$ cat config.mk
export PLATFORM = sky130hd
export DESIGN_NAME = shift165_reader
export DESIGN_NICKNAME = d
export VERILOG_FILES = /design/src/rtl/shift165_pkg.sv /design/src/rtl/shift165_phase_timer.sv /design/src/rtl/shift165_reader.sv
export SDC_FILE = /design/constraint.sdc
export NUM_CORES = 1
export LEC_CHECK = 0
export ABC_CLOCK_PERIOD_IN_PS = 2700
export CORE_MARGIN = 2
export CORE_UTILIZATION = 54
export CTS_CLUSTER_SIZE = 40
export DETAILED_ROUTE_END_ITERATION = 7
export PLACE_DENSITY = 0.81
export SLEW_MARGIN = 20
export SYNTH_ARGS = -nofsm -noshare
export SYNTH_HDL_FRONTEND = slang
export SYNTH_HIERARCHICAL = 1
export SYNTH_SLANG_ARGS = --single-unit
export TNS_END_PERCENT = 30
$ cat constraint.sdc
create_clock -name clk -period 2.7 [get_ports clk]
set_input_delay 0.27 -clock clk [delete_from_list [all_inputs] [get_ports clk]]
set_output_delay 0.27 -clock clk [all_outputs]
set_load 0.1 [all_outputs]
$ cat src/rtl/shift165_pkg.sv
// shift165_pkg: state encoding and counter-width helpers shared by
// the 74x165 chain reader and its phase timer.
package shift165_pkg;

    typedef enum logic [2:0] {
        ST_IDLE,
        ST_LOAD,
        ST_SETTLE,
        ST_SLO,
        ST_SHI,
        ST_DONE
    } state_e;

    // Default geometry, for reference by users of the block.
    localparam int DEF_WIDTH  = 8;
    localparam int DEF_NDEV   = 1;
    localparam int DEF_CLKDIV = 4;

    // Bits needed to hold the value maxval (bit and phase counters).
    function automatic int cnt_w(input int maxval);
        return (maxval < 1) ? 1 : $clog2(maxval + 1);
    endfunction

    function automatic int max3(input int a, input int b, input int c);
        int m;
        m = (a > b) ? a : b;
        return (m > c) ? m : c;
    endfunction

    localparam int DEF_BIT_W   = cnt_w(DEF_WIDTH * DEF_NDEV);
    localparam int DEF_PHASE_W = cnt_w(DEF_CLKDIV);

endpackage

$ cat src/rtl/shift165_phase_timer.sv
// shift165_phase_timer: loadable down-counter; tick_o is high on the
// last cycle of a loaded phase. Ports: clk, rst, load_i, load_val_i, tick_o.
module shift165_phase_timer #(
    parameter int W = 3
) (
    input  logic         clk,
    input  logic         rst,
    input  logic         load_i,
    input  logic [W-1:0] load_val_i,
    output logic         tick_o
);

    logic [W-1:0] cnt_q, cnt_d;

    always_comb begin
        cnt_d = cnt_q;
        if (load_i) begin
            cnt_d = load_val_i;
        end else if (cnt_q != '0) begin
            cnt_d = cnt_q - W'(1);
        end
    end

    always_ff @(posedge clk) begin
        if (rst) begin
            cnt_q <= '0;
        end else begin
            cnt_q <= cnt_d;
        end
    end

    // A phase of length L is loaded with L; count L..1, tick on 1.
    assign tick_o = (cnt_q == W'(1));

endmodule

$ cat src/rtl/shift165_reader.sv
// shift165_reader: drives shld/serclk of a 74x165 chain, assembles the
// serial word from q7 and offers it on a valid/ready port.
// Ports: clk, rst, start, shld, serclk, q7, data[N-1:0], valid, ready,
// busy; overrun only when SHIFT165_READER_AUTOSCAN_EN is defined
// (continuous scanning, start ignored, sticky overrun on a dropped word).
module shift165_reader
    import shift165_pkg::*;
#(
    parameter int WIDTH       = 8,
    parameter int NDEV        = 1,
    parameter int CLKDIV      = 4,
    parameter int LOAD_CYCLES = 2,
    parameter int SETTLE      = 3
) (
    input  logic                  clk,
    input  logic                  rst,
    input  logic                  start,
    output logic                  shld,
    output logic                  serclk,
    input  logic                  q7,
    output logic [WIDTH*NDEV-1:0] data,
    output logic                  valid,
    input  logic                  ready,
    output logic                  busy
`ifdef SHIFT165_READER_AUTOSCAN_EN
    ,
    output logic                  overrun
`endif
);

    localparam int N  = WIDTH * NDEV;
    localparam int BW = cnt_w(N);
    localparam int TW = cnt_w(max3(CLKDIV, LOAD_CYCLES, SETTLE));

    localparam logic [TW-1:0] LOAD_V = TW'(LOAD_CYCLES);
    localparam logic [TW-1:0] SETL_V = TW'(SETTLE);
    localparam logic [TW-1:0] DIV_V  = TW'(CLKDIV);
    localparam logic [BW-1:0] LAST_B = BW'(N - 1);

    state_e          state_q, state_d;
    logic [BW-1:0]   bit_q, bit_d;
    logic [N-1:0]    sh_q, sh_d;
    logic [N-1:0]    data_q, data_d;
    logic            valid_q, valid_d;
    logic            shld_q, shld_d;
    logic            serclk_q, serclk_d;
    logic            t_load;
    logic [TW-1:0]   t_val;
    logic            t_tick;

`ifdef SHIFT165_READER_AUTOSCAN_EN
    logic            overrun_q, overrun_d;
    logic            unused_start;
    assign unused_start = start;
`endif

    shift165_phase_timer #(
        .W (TW)
    ) u_timer (
        .clk        (clk),
        .rst        (rst),
        .load_i     (t_load),
        .load_val_i (t_val),
        .tick_o     (t_tick)
    );

    always_comb begin
        state_d = state_q;
        bit_d   = bit_q;
        sh_d    = sh_q;
        data_d  = data_q;
        valid_d = valid_q;
        t_load  = 1'b0;
        t_val   = '0;
`ifdef SHIFT165_READER_AUTOSCAN_EN
        overrun_d = overrun_q;
`endif
        if (valid_q && ready) begin
            valid_d = 1'b0;
        end

        unique case (state_q)
            ST_IDLE: begin
`ifdef SHIFT165_READER_AUTOSCAN_EN
                state_d = ST_LOAD;
                t_load  = 1'b1;
                t_val   = LOAD_V;
                bit_d   = '0;
`else
                // A word the consumer has not taken blocks a new scan.
                if (start && !(valid_q && !ready)) begin
                    state_d = ST_LOAD;
                    t_load  = 1'b1;
                    t_val   = LOAD_V;
                    bit_d   = '0;
                end
`endif
            end
            ST_LOAD: begin
                if (t_tick) begin
                    state_d = ST_SETTLE;
                    t_load  = 1'b1;
                    t_val   = SETL_V;
                end
            end
            ST_SETTLE: begin
                if (t_tick) begin
                    state_d = ST_SLO;
                    t_load  = 1'b1;
                    t_val   = DIV_V;
                end
            end
            ST_SLO: begin
                if (t_tick) begin
                    sh_d  = (sh_q << 1) | N'(q7);
                    bit_d = bit_q + BW'(1);
                    if (bit_q == LAST_B) begin
                        state_d = ST_DONE;
                    end else begin
                        state_d = ST_SHI;
                        t_load  = 1'b1;
                        t_val   = DIV_V;
                    end
                end
            end
            ST_SHI: begin
                if (t_tick) begin
                    state_d = ST_SLO;
                    t_load  = 1'b1;
                    t_val   = DIV_V;
                end
            end
            ST_DONE: begin
`ifdef SHIFT165_READER_AUTOSCAN_EN
                if (valid_q && !ready) begin
                    overrun_d = 1'b1;
                end else begin
                    data_d  = sh_q;
                    valid_d = 1'b1;
                end
                state_d = ST_LOAD;
                t_load  = 1'b1;
                t_val   = LOAD_V;
                bit_d   = '0;
`else
                // New word wins over a same-cycle handshake.
                data_d  = sh_q;
                valid_d = 1'b1;
                state_d = ST_IDLE;
`endif
            end
            default: begin
                state_d = ST_IDLE;
            end
        endcase
    end

    // Pins follow the next state so they change on the transition edge;
    // SHI never overlaps LOAD, so serclk cannot rise while shld is low.
    assign shld_d   = (state_d != ST_LOAD);
    assign serclk_d = (state_d == ST_SHI);

    always_ff @(posedge clk) begin
        if (rst) begin
            state_q  <= ST_IDLE;
            bit_q    <= '0;
            sh_q     <= '0;
            data_q   <= '0;
            valid_q  <= 1'b0;
            shld_q   <= 1'b1;
            serclk_q <= 1'b0;
`ifdef SHIFT165_READER_AUTOSCAN_EN
            overrun_q <= 1'b0;
`endif
        end else begin
            state_q  <= state_d;
            bit_q    <= bit_d;
            sh_q     <= sh_d;
            data_q   <= data_d;
            valid_q  <= valid_d;
            shld_q   <= shld_d;
            serclk_q <= serclk_d;
`ifdef SHIFT165_READER_AUTOSCAN_EN
            overrun_q <= overrun_d;
`endif
        end
    end

    assign shld   = shld_q;
    assign serclk = serclk_q;
    assign data   = data_q;
    assign valid  = valid_q;
    assign busy   = (state_q != ST_IDLE);
`ifdef SHIFT165_READER_AUTOSCAN_EN
    assign overrun = overrun_q;
`endif

endmodule

# Word-level counts from Yosys, hierarchy flattened
# Index checks and enable logic that the tools add are counted.
# totals
output_inout_bits,12
in_bits,5
elab_cells,61
regBits,29
# op_classes
mux,24
n_eq_ne,11
n_reduce_logical,15
bitwise_logic,1
n_addsub,2
# ops
cell,n
3-bit 2-to-1 mux,9
3-bit case mux with 4 select lines,2
"3-bit == test, second input constant",3
4-bit 2-to-1 mux,2
8-bit by 1-bit bitwise OR with 8-bit output,1
4-bit case mux with 2 select lines,1
1-bit 2-to-1 mux,7
"3-bit by 1-bit == test with 1-bit output, second input constant",2
"3-bit by 2-bit == test with 1-bit output, second input constant",2
2-bit nonzero test,3
3-bit nonzero test,2
"4-bit by 1-bit adder with 4-bit output, second input constant",1
"4-bit by 3-bit == test with 1-bit output, second input constant",1
2-bit 2-to-1 mux,2
"2-bit inequality test, second input constant",2
1-bit logical AND,3
3-bit logical NOT,1
"3-bit by 1-bit inequality test with 1-bit output, second input constant",1
1-bit case mux with 3 select lines,1
3-bit AND reduction,1
3-bit OR reduction,1
"3-bit by 1-bit subtractor with 3-bit output, second input constant",1
1-bit logical NOT,2
2-bit AND reduction,1
2-bit OR reduction,1

# Depth between registers and ports, before layout
# depth
depth_word,7
ltp_mapped,9
ltp_nobuf,8

# Cells and area by module
# The synthesis kept the hierarchy.
# modules_own_cells
mod,seq_area_each_um2,instances,cells_per_inst,area_each_um2
shift165_reader,520.5,1,131,1158.6
shift165_phase_timer,60.1,1,23,224.0

# Worst setup path before layout
# No wires, ideal clock.
# synth_path
kind,register -> register
startpoint,reg valid_q (netlist: valid)
endpoint,reg u_timer.cnt_q[0]
t_arrival_ns,2.075
setup_slack_ns,0.513
required_ns,2.588
stages_incl_launch_ff,6
n_path_buf,0
synth_period_minus_slack_ns,2.187
cell_sequence,dfxtp_1 > nor2b_1 > or3_4 > o21ai_0 > nor2b_1 > a2111oi_1
# synth_via
elab_chain_cells,6
elab_cells_between_ends,7
# synth_rtl
item,line,rtl
from (decl),shift165_reader.sv:44,"logic valid_q, valid_d;"
from (signal assigned),shift165_reader.sv:180,valid_q <= valid_d;
1-bit logical AND (*),shift165_reader.sv:91,if (start && !(valid_q && !ready)) begin
1-bit logical NOT (*),shift165_reader.sv:91,
1-bit logical AND (*),shift165_reader.sv:91,
1-bit 2-to-1 mux (*),shift165_reader.sv:91,
1-bit case mux with 3 select lines (*),shift165_reader.sv:82,unique case (state_q)
named net t_load,shift165_reader.sv:47,logic t_load;
3-bit 2-to-1 mux / 2-bit nonzero test (equally long branches),n/a,
to (signal assigned),shift165_phase_timer.sv:28,cnt_q <= cnt_d;
to (decl),shift165_phase_timer.sv:13,"logic [W-1:0] cnt_q, cnt_d;"
# The timed path passes the listed nets; every way through them passes the cells marked *.
# A chain may end at the register's enable or synchronous reset.

# Worst setup path after layout
# layout_path
startpoint,reg state_q[0]
endpoint,reg u_timer.cnt_q[1]
# layout_via
elab_chain_cells,4
elab_cells_between_ends,11
# layout_rtl
item,line,rtl
from (decl),shift165_reader.sv:40,"state_e state_q, state_d;"
from (signal assigned),shift165_reader.sv:176,state_q <= state_d;
"3-bit == test, or another cell as far along",shift165_reader.sv:82,
3-bit OR reduction (no line),n/a,
1-bit case mux with 3 select lines (*),shift165_reader.sv:82,
named net t_load,shift165_reader.sv:47,
3-bit 2-to-1 mux / 2-bit nonzero test (equally long branches),n/a,
# Marked as above.

==> metrics <==
row count 18; crit path capture type flop; placed inst area between 1500 and 2000 um^2; Worst Path Arrival 2.46 ns; DRT Pass-1 Iters 5; initial antenna violation count 0; final period utilization 0.835; final hold violation count 0; final net count 176; vias in the first global route just under 1000; f_max 444 MHz; total CTS buffers 5; total core area 2450 um^2; Synth Cell Area 1380 um^2; clk_lat worst skew ~0.32 ns; pwr/cell area 825 nW/um^2; RePlAce Congestion 0.791; Routed wire per std cell 13.1 um; Crit Path Class flop to flop; initial drt markers 24; Starting Density 0.563; post-synthesis cell type count 45; Post-Synthesis Net Count 163; Max-slew headroom 0.514; VDD IR max 578 uV; Die Wd roughly 55 um; Fillers between 200 and 250; TritonCTS clock tree built; Tot GR Track Use 0.203; CTS sink cnt 29; Min-Delay Path Class flop to flop; Main synth FF type dfxtp_1; DIE AREA 2980 um^2; ANT nets after route 0; grt total ovfl 0; clock transition at the registers of the reported paths roughly 0.090 ns; Area Growth Syn to Fin 13.1%; Post-CTS Setup Inserts 0; routed wire length 2.59 mm; hold_buf cts 0; drt drc 0; ys async rst share 0; antenna diode count 0; Max-Cap Viols 0; routed vias between 1000 and 1500; sequential-to-total area share from yosys stat 0.420; leakage power 0.000639 uW; CTS Buffer Depth 2; flops & latches, synth 29; io pins 17; largest net degree at the start of global routing 29; mean area per synthesized cell 8.98 um^2; Final Max Slew Viols 0; CP required 2.91 ns; Final TNS setup 0 ns; first-pass GRT wire length 4.22 mm; warnings from Yosys 6; fin crit period roughly 2.3 ns; skew final about 0.0055 ns; cell area after layout roughly 1600 um^2; height of the die between 50 and 60 um; RSZ-0062 raised after global routing no; post-detail-place hpwl 1.83 mm; CP Launch Type flop; H-tree depth 2; worst slew pin tran 0.721 ns; Post-synth EDFFs 0; maximum fanout along the worst path 13; vias per cell 5.78; synthesized netlist cell count around 150; post-cts resize count 0; status complete, no violations; share of cells above drive strength 1 0.173; I/O Buffers 16; setup violators final 0; CTS root buffer clkbuf_4
==> flip-flops by register name (all words and copies together) (netlist names) <==
signal	flops
bit_q	4
data	8
serclk	1
sh_q	8
shld	1
state_q	3
u_timer/cnt_q	3
valid	1
==> path summary, 6_finish.rpt <==
check	from	endpoint	slack (ns)	cells past startpoint
max	state_q[0]	u_timer/cnt_q[1]	0.45	5
min	sh_q[7]	sh_q[7]	0.47	2
max reg2reg	state_q[0]	u_timer/cnt_q[1]	0.45	5
min reg2reg	sh_q[7]	sh_q[7]	0.47	2
==> cell usage after synthesis (3+ instances only) <==
cell,count,area (um^2)
nand2b_1,5,31.3
nand3b_1,4,30.0
o21a_1,3,22.5
clkbuf_1,5,18.8
buf_2,6,30.0
inv_1,4,15.0
nor2_1,8,30.0
a21oi_1,14,70.1
mux2i_1,8,80.1
nor2b_1,6,37.5
dfxtp_1,29,581
nand2_1,20,75.1
ha_1,4,50.1
==> kinds of logic (layout without fill, tap and decap cells) <==
kind of cell | Yosys count | count (layout) | share of synthesized area
simple gates | 65 | 65 | 0.272
compound gates | 32 | 32 | 0.162
flops | 29 | 29 | 0.420
buf+inv | 15 | 29 | 0.0462
mux | 8 | 8 | 0.0579
fa+ha+maj | 4 | 4 | 0.0362
xor+xnor | 1 | 1 | 0.00634
==> worst max-delay path, cell delays in order, from the launching register on <==
cell and delay, ns:
dfxtp_1 0.43, or3_1 0.50, or3_4 0.42, o21ai_0 0.29, nor2b_1 0.10, a2111oi_1 0.40
==> final cells by class <==
class | count | area [um^2] | area share
Clock buffer | 5 | 37.5 | 0.0240
Clock inverter | 3 | 17.5 | 0.0112
Inverter | 4 | 15.0 | 0.00960
Sequential cell | 29 | 581 | 0.371
Tap cell | 30 | 37.5 | 0.0240
Multi-Input combinational cell | 110 | 738 | 0.472
Timing Repair Buffer | 17 | 138 | 0.0880
==> layout by cell type, fill, tap and decap left out, drive strengths merged, types with 2 or more instances in the layout <==
cell and count:
nor2 8, nor3 2, or4b 2, or3 3
dfxtp 29, nand3b 4, nand2b 5, clkbuf 5
a211oi 2, o21ai 2, nand2 20, nor4b 2
and4b 2, or3b 2, mux2i 8, o21a 3
inv 4, clkinv 2, a21oi 14, a311oi 2
ha 4, nand3 2, buf 13, nor2b 6
clkdlybuf4s50 4, a2111oi 2
==> where the power goes <==
| part | switching (uW) | total [uW] | internal [uW] | leakage (uW) |
|---|---|---|---|---|
| combinational | 309 | 509 | 200 | 0.000373 |
| sequential | 63.2 | 532 | 469 | 0.000235 |
| clock | 151 | 249 | 98.0 | 0.0000310 |
| total | 524 | 1290 | 767 | 0.000639 |
==> layer usage <==
metal	up-vias	routed length, um	track usage
met1	541	1160	0.243
met4	0	42	0.100
met5	-	0	0
met2	31	1270	0.335
met3	5	111	0.0492
li1	567	-	-
==> per-stage QoR <==
step                      total power (uW)  setup slack (ns)  utilization  std cells  hold slack, ns
after floorplan                        966             0.513            -        154           0.338
after global placement                1030             0.594        0.615        190           0.441
after detailed placement              1050             0.477        0.615        190           0.457
after CTS                             1300             0.453        0.637        198           0.471
after global routing                  1370             0.266        0.637        198           0.485
final                                 1290             0.447        0.637        198           0.465
No activity file was read; power rests on OpenSTA's default activity.
